File: src/rtl/window_gen_3x3.sv
// Streaming 3x3 window generator: buffers two previous rows and emits every fully
// populated 3x3 window of a raster-order frame with a registered valid and position.
module window_gen_3x3 #(
  parameter int DATA_WIDTH = 8,
  parameter int IMG_WIDTH  = 28,
  parameter int IMG_HEIGHT = 28
) (
  input  logic                          clk,
  input  logic                          rst_n,
  input  logic                          enable,
  input  logic                          clear,
  input  logic [DATA_WIDTH-1:0]         pixel_in,
  input  logic                          pixel_valid,
  output logic [9*DATA_WIDTH-1:0]       window_out,
  output logic                          window_valid,
  output logic [$clog2(IMG_HEIGHT)-1:0] out_row,
  output logic [$clog2(IMG_WIDTH)-1:0]  out_col,
  output logic                          frame_done
);

  localparam int CW = $clog2(IMG_WIDTH);
  localparam int RW = $clog2(IMG_HEIGHT);
  localparam logic [CW-1:0] COL_LAST = CW'(IMG_WIDTH - 1);
  localparam logic [RW-1:0] ROW_LAST = RW'(IMG_HEIGHT - 1);

  logic [DATA_WIDTH-1:0] linebuf1 [IMG_WIDTH];  // row r-1
  logic [DATA_WIDTH-1:0] linebuf2 [IMG_WIDTH];  // row r-2
  logic [DATA_WIDTH-1:0] win_sr   [9];
  logic [DATA_WIDTH-1:0] next_win [9];
  logic [9*DATA_WIDTH-1:0] next_flat;

  logic [CW-1:0] col_cnt;
  logic [RW-1:0] row_cnt;
  logic          accept;
  logic          col_last;
  logic          row_last;
  logic          emit;

  assign accept   = enable && pixel_valid && !clear;
  assign col_last = (col_cnt == COL_LAST);
  assign row_last = (row_cnt == ROW_LAST);
  // Only windows whose three columns all come from the current rows are emitted.
  assign emit     = accept && (row_cnt >= RW'(2)) && (col_cnt >= CW'(2));

  always_comb begin
    // NOTE: every output of a combinational block gets a default first so no latch is inferred.
    next_flat = '0;
    for (int r = 0; r < 3; r++) begin
      next_win[r*3]     = win_sr[r*3+1];
      next_win[r*3 + 1] = win_sr[r*3+2];
      next_win[r*3 + 2] = '0;
    end
    next_win[2] = linebuf2[col_cnt];
    next_win[5] = linebuf1[col_cnt];
    next_win[8] = pixel_in;
    for (int k = 0; k < 9; k++) begin
      next_flat[k*DATA_WIDTH +: DATA_WIDTH] = next_win[k];
    end
  end

  // NOTE: storage arrays are not reset; counters gate their use, so reset would only add fan-out.
  always_ff @(posedge clk) begin
    if (accept) begin
      linebuf1[col_cnt] <= pixel_in;
      linebuf2[col_cnt] <= linebuf1[col_cnt];
      win_sr            <= next_win;
    end
  end

  // NOTE: sequential state uses non-blocking assignments so all registers update together.
  always_ff @(posedge clk or negedge rst_n) begin
    if (!rst_n) begin
      col_cnt      <= '0;
      row_cnt      <= '0;
      window_out   <= '0;
      window_valid <= 1'b0;
      out_row      <= '0;
      out_col      <= '0;
      frame_done   <= 1'b0;
    end else if (clear) begin
      col_cnt      <= '0;
      row_cnt      <= '0;
      window_valid <= 1'b0;
      frame_done   <= 1'b0;
    end else begin
      window_valid <= emit;
      frame_done   <= emit && row_last && col_last;
      if (accept) begin
        if (col_last) begin
          col_cnt <= '0;
          row_cnt <= row_last ? '0 : row_cnt + RW'(1);
        end else begin
          col_cnt <= col_cnt + CW'(1);
        end
      end
      if (emit) begin
        window_out <= next_flat;
        out_row    <= row_cnt - RW'(2);
        out_col    <= col_cnt - CW'(2);
      end
    end
  end

endmodule
File: config.mk
export PLATFORM = sky130hd
export DESIGN_NAME = window_gen_3x3
export DESIGN_NICKNAME = d
export VERILOG_FILES = /design/src/rtl/window_gen_3x3.sv
export SDC_FILE = /design/constraint.sdc
export NUM_CORES = 1
export LEC_CHECK = 0
export BUFFER_PORTS_ARGS = -buffer_cell sky130_fd_sc_hd__buf_2
export CORE_ASPECT_RATIO = 0.7
export CORE_MARGIN = 1.5
export CORE_UTILIZATION = 52
export DETAILED_ROUTE_END_ITERATION = 8
export HOLD_SLACK_MARGIN = 0.08
export PLACE_DENSITY_LB_ADDON = 0.1
export SLEW_MARGIN = 10
export SYNTH_ARGS = -nofsm -noshare
export SYNTH_HDL_FRONTEND = slang
export SYNTH_SLANG_ARGS = --single-unit
File: constraint.sdc
create_clock -name clk -period 4 [get_ports clk]
set_clock_uncertainty 0.2 [all_clocks]
set_input_delay 0.8 -clock clk [delete_from_list [all_inputs] [get_ports clk]]
set_output_delay 0.8 -clock clk [all_outputs]
set_load 0.02 [all_outputs]
## Word-level counts from Yosys, hierarchy flattened

Memories as Yosys holds them, arrays and structs flattened.
Index checks and enable logic that the tools add are counted.

- Register bits: 142
- Bits in writable memories: 448
- Output and inout bits: 84
- Logic and storage cells: 46
- Memories kept: 2

Memories:

| memory | depth | width | rd ports | clocked after memory_dff | write ports | RTL line | RTL |
|---|---|---|---|---|---|---|---|
| linebuf1 | 28 | 8 | 1 | 0 | 1 | 26 | `logic [DATA_WIDTH-1:0] linebuf1 [IMG_WIDTH];` |
| linebuf2 | 28 | 8 | 1 | 0 | 1 | 27 | `logic [DATA_WIDTH-1:0] linebuf2 [IMG_WIDTH];` |

- $add $sub $neg: 4
- Magnitude comparators: 2
- Equality and inequality tests: 2
- Mux-type cells: 11
- Bitwise logic cells: 1
- Reduce and logical (&&, ||, !) cells: 11

Operators with widths:

| kind | count |
|---|---|
| 5-bit 2-to-1 mux | 7 |
| 5-bit by 1-bit adder with 5-bit output, second input constant | 2 |
| 5-bit equality test, second input constant | 2 |
| 5-bit by 2-bit greater-or-equal comparator with 1-bit output, second input constant | 2 |
| 5-bit by 2-bit subtractor with 5-bit output, second input constant | 2 |
| 1-bit logical AND | 6 |
| 1-bit 2-to-1 mux | 4 |
| 2-bit AND reduction | 2 |
| 2-bit nonzero test | 2 |
| 1-bit logical NOT | 1 |
| 1-bit inverter | 1 |

## Depth between registers and ports, before layout

- Depth in word-level cells: 7
- Depth in mapped cells: 12
- Gate-level depth less buffers: 8

## Worst setup path after synthesis

Ideal clock, no wire load.

- Path kind: input to register
- Start point: input enable
- End point: memory linebuf1[0][0], enable pin
- Library setup time: 0.389 ns
- Data arrival time: 4.421 ns
- Data required time: 3.411 ns
- Slack: -1.010 ns
- Stages: 4
- Cells stage by stage: nand2_1 nor2_1 nand2_1 nor2_1

- Longest elaborated chain between the ends: 4

RTL lines:

| what | RTL line | RTL |
|---|---|---|
| start, declared | 10 | `input logic enable,` |
| 1-bit logical AND (2 in a row) | 39 | `assign accept = enable && pixel_valid && !clear;` |
| named net accept | 34 | `logic accept;` |
| 1-bit 2-to-1 mux | 63 | `if (accept) begin` |
| 1-bit 2-to-1 mux (implied by the code) | 64 | `linebuf1[col_cnt] <= pixel_in;` |
| end, declared | 26 |  |

The timed path passes the listed nets, and every way through them passes these cells.

## Final worst setup path

- Start point: register col_cnt[1]
- End point: memory linebuf2[27][0] (data pin)

- Longest elaborated chain between the ends: 1

RTL lines:

| what | RTL line | RTL |
|---|---|---|
| start, declared | 32 | `logic [CW-1:0] col_cnt;` |
| start signal, assigned | 93 | `col_cnt <= col_cnt + CW'(1);` |
| memory read 28 x 8 bit | n/a |  |
| named net next_flat[40] | 30 | `logic [9*DATA_WIDTH-1:0] next_flat;` |
| end, declared | 27 |  |

The timed path passes the listed nets, and every way through them passes these cells.

==> out/qor.csv <==
metric;value;unit
register share of total power;53.7;%
die width;252;um
clock latency at the later pin of the worst-skew pair;590;ps
TritonCTS clock tree;built;
core area;0.0426;sq mm
worst vdd ir;0.403;mV
Synth Area in XOR/XNOR;0.194;%
Sw Pwr;2820;uW
Gate power share;5.6;%
Root Buffer;clkbuf_16;
ant diodes;0;
Worst setup EP type;flop;
pre-CTS setup slack;714;ps
all-layer global routing usage;25.9;%
Worst Max-Slew Pin Slew;1290;ps
Net Sw Frac;21.9;%
adder-cell share of the synthesized area;0.555;%
leakage power;0.00910;uW
number of synthesized flops with an enable pin;496;
Antenna Nets Post-Route;0;
synth warn;0;
worst setup margin;652;ps
vias in the first global route;12100;
DRC;0;
CP Class;flop to flop;
Internal Pwr Total;10100;uW
Worst-path clk slew;60;ps
CP max FO;33;
Rel. slew slack;14.0;%
via/cell ratio;5.98;
max_cap viols;0;
Final Hold Viols;0;
Mapped Avg Cell Area;16.4;sq um
endpoints failing setup;0;
met1 Usage GRT;40.3;%
GR Overflow Total;0;
RD Place Congestion;0.829;
Synth Area in Compound Gates;3.78;%
Clock Tree Buf Depth;3;
initial antenna violation count;1;
post-CTS sizing;0;
achievable frequency;299;MHz
Most Crowded Layer GR;met1;
power per cell area;499;mW/mm^2
IO Pins;97;
global-route wire length before repair;82300;um
CTS sink cnt;590;
share of layout cells above drive strength 1;19.9;%
syn nets;1394;
GR Layer Usage met2;37.6;%
largest family of logic cells by synthesized area;multiplexers;
Yosys reg bits;590;
Initial Utilization;53.0;%
site row count;63;
mux cell area share after synthesis;10.8;%
Inst Count DP;2021;
Critical Path RT;4040;ps
status;finished, final reports clean;
synth unique cells;49;
WL/cell;27.0;um
largest net degree at the start of global routing;95;
final slew viol count;0;
CP Launch Type;flop;
nets@finish;1549;
Die H;177;um
simple-gate area share of the yosys netlist;6.43;%
Final period util;83.7;%
Total Wirelength;57200;um
initial DRC count;1294;
Synth Instances;1371;
area of the mapped netlist;0.0225;sq mm
Worst Path Arrival;3380;ps
Detailed Routing Iterations Pass 1;6;
DIE AREA;0.0446;sq mm
part of the Yosys area used for sequential elements;76.5;%
fraction of registers with async set/reset;15.9;%
Final Hold Slack;234;ps
via count;12700;
postcts setup bufs;0;
CTS Buf Count;54;
Setup TNS;0;ps
min cycle time layout;3350;ps
htree depth;2;
I/O Buffers;96;
post-DP HPWL;34600;um
Hold Path Class;flop to flop;
met3 usage;5.16;%
Post-Route Utilization;60.7;%
clock power share;40.6;%
Synth Flop Type;edfxtp_1;
Area growth syn-to-layout;14.7;%
RSZ-0062 raised after global routing;false;
fin cells;2123;
cell families (layout without fill, tap and decap cells):
family          Yosys count  count (layout)
flops                   590             590
simple gates            329             329
mux                     223             223
compound gates          134             134
buf+inv                  80             280
fa+ha+maj                10              10
xor+xnor                  5               5
cells in the final DEF, fill, tap and decap left out, types with 14 or more instances in the layout:
| master | n |
|---|---|
| o22ai_1 | 84 |
| mux2_2 | 16 |
| nand3_1 | 14 |
| mux2i_1 | 191 |
| dfrtp_1 | 92 |
| o21ai_0 | 15 |
| nor2_1 | 19 |
| clkbuf_16 | 55 |
| nand2_1 | 215 |
| buf_4 | 68 |
| mux4_2 | 15 |
| edfxtp_1 | 496 |
| nor2_2 | 24 |
| buf_2 | 95 |
flip-flops by register name, summed over array words and instances, names as in the netlist:
signal        cells
linebuf1        224
linebuf2        224
window_out       72
next_flat        48
col_cnt           5
out_col           5
out_row           5
row_cnt           5
frame_done        1
window_valid      1
synth_stat cells, drive strengths merged (2+ instances only):
| library cell | number | area share, % |
|---|---|---|
| edfxtp | 496 | 66 |
| nand2 | 215 | 3.6 |
| mux2i | 191 | 8.5 |
| dfrtp | 94 | 10 |
| o22ai | 84 | 2.3 |
| buf | 49 | 1.2 |
| nor2 | 44 | 0.73 |
| clkbuf | 21 | 0.36 |
| mux2 | 17 | 0.85 |
| mux4 | 15 | 1.5 |
| nand3 | 15 | 0.36 |
| o21ai | 15 | 0.33 |
| nor4 | 12 | 0.33 |
| a211oi | 11 | 0.37 |
| a22oi | 10 | 0.33 |
| ha | 10 | 0.55 |
| inv | 10 | 0.17 |
| a21oi | 7 | 0.16 |
| nor3 | 7 | 0.16 |
| nand4 | 6 | 0.17 |
| or4b | 5 | 0.22 |
| xnor2 | 5 | 0.19 |
| nand4b | 3 | 0.12 |
| o31ai | 3 | 0.10 |
| or4bb | 3 | 0.15 |
| and2 | 2 | 0.055 |
| and3 | 2 | 0.055 |
| nand2b | 2 | 0.055 |
| nand3b | 2 | 0.067 |
| nand4bb | 2 | 0.10 |
| nor2b | 2 | 0.055 |
| or3 | 2 | 0.055 |
through the flow:
stage          power (uW)  area [sq um]
6_report            12900         25800
3_3_place_gp         7770         24000
2_1_floorplan        7450         22600
5_1_grt             13300         25800
4_1_cts             13000         25800
3_5_place_dp         7790         24000
final cells by class:
type | count | area (sq um)
multi-input combinational | 701 | 4980
fill | 3191 | 16700
clock inverter | 35 | 355
clock buffer | 66 | 1440
tap | 552 | 691
inverter | 10 | 37.5
sequential | 590 | 17300
timing repair buffer | 169 | 1100
power by group through the flow:
stage / registers [uW] / logic [uW] / clock network (uW)
after floorplan: 7170 / 279 / 0
after global placement: 7050 / 723 / 0
after detailed placement: 7050 / 732 / 0
after CTS: 6930 / 735 / 5310
after global routing: 6940 / 787 / 5540
final: 6930 / 727 / 5240
what timing repair did:
item / in CTS / in global routing
hold endpoints to repair: 23 / 0
hold buffers: 1 / 0
setup endpoints to repair: 0 / 0
worst paths after layout:
check	start	endpoint	slack (ps)	depth (start not counted)
max	col_cnt[1]	linebuf2[27][0]	650	6
min	next_flat[0]	window_out[0]	230	2
max reg2reg	col_cnt[1]	linebuf2[27][0]	650	6
min reg2reg	next_flat[0]	window_out[0]	230	2
max in group asynchronous	rst_n	window_out[51]	2550	3
min in group asynchronous	rst_n	row_cnt[4]	590	3
worst max-delay path, stage by stage, from the launching register on:
cell	delay, ps
dfrtp_4	710
buf_4	310
or4b_2	650
o22ai_1	140
nor3_1	100
nand3_1	120
or3_1	730
layer usage:
| layer | vias up | share of wire, % |
|---|---|---|
| met5 | - | 0 |
| li1 | 5552 | - |
| met4 | 0 | 2.1 |
| met2 | 478 | 44 |
| met1 | 6588 | 46 |
| met3 | 79 | 8.1 |
Power figures use the tool's default switching activity.
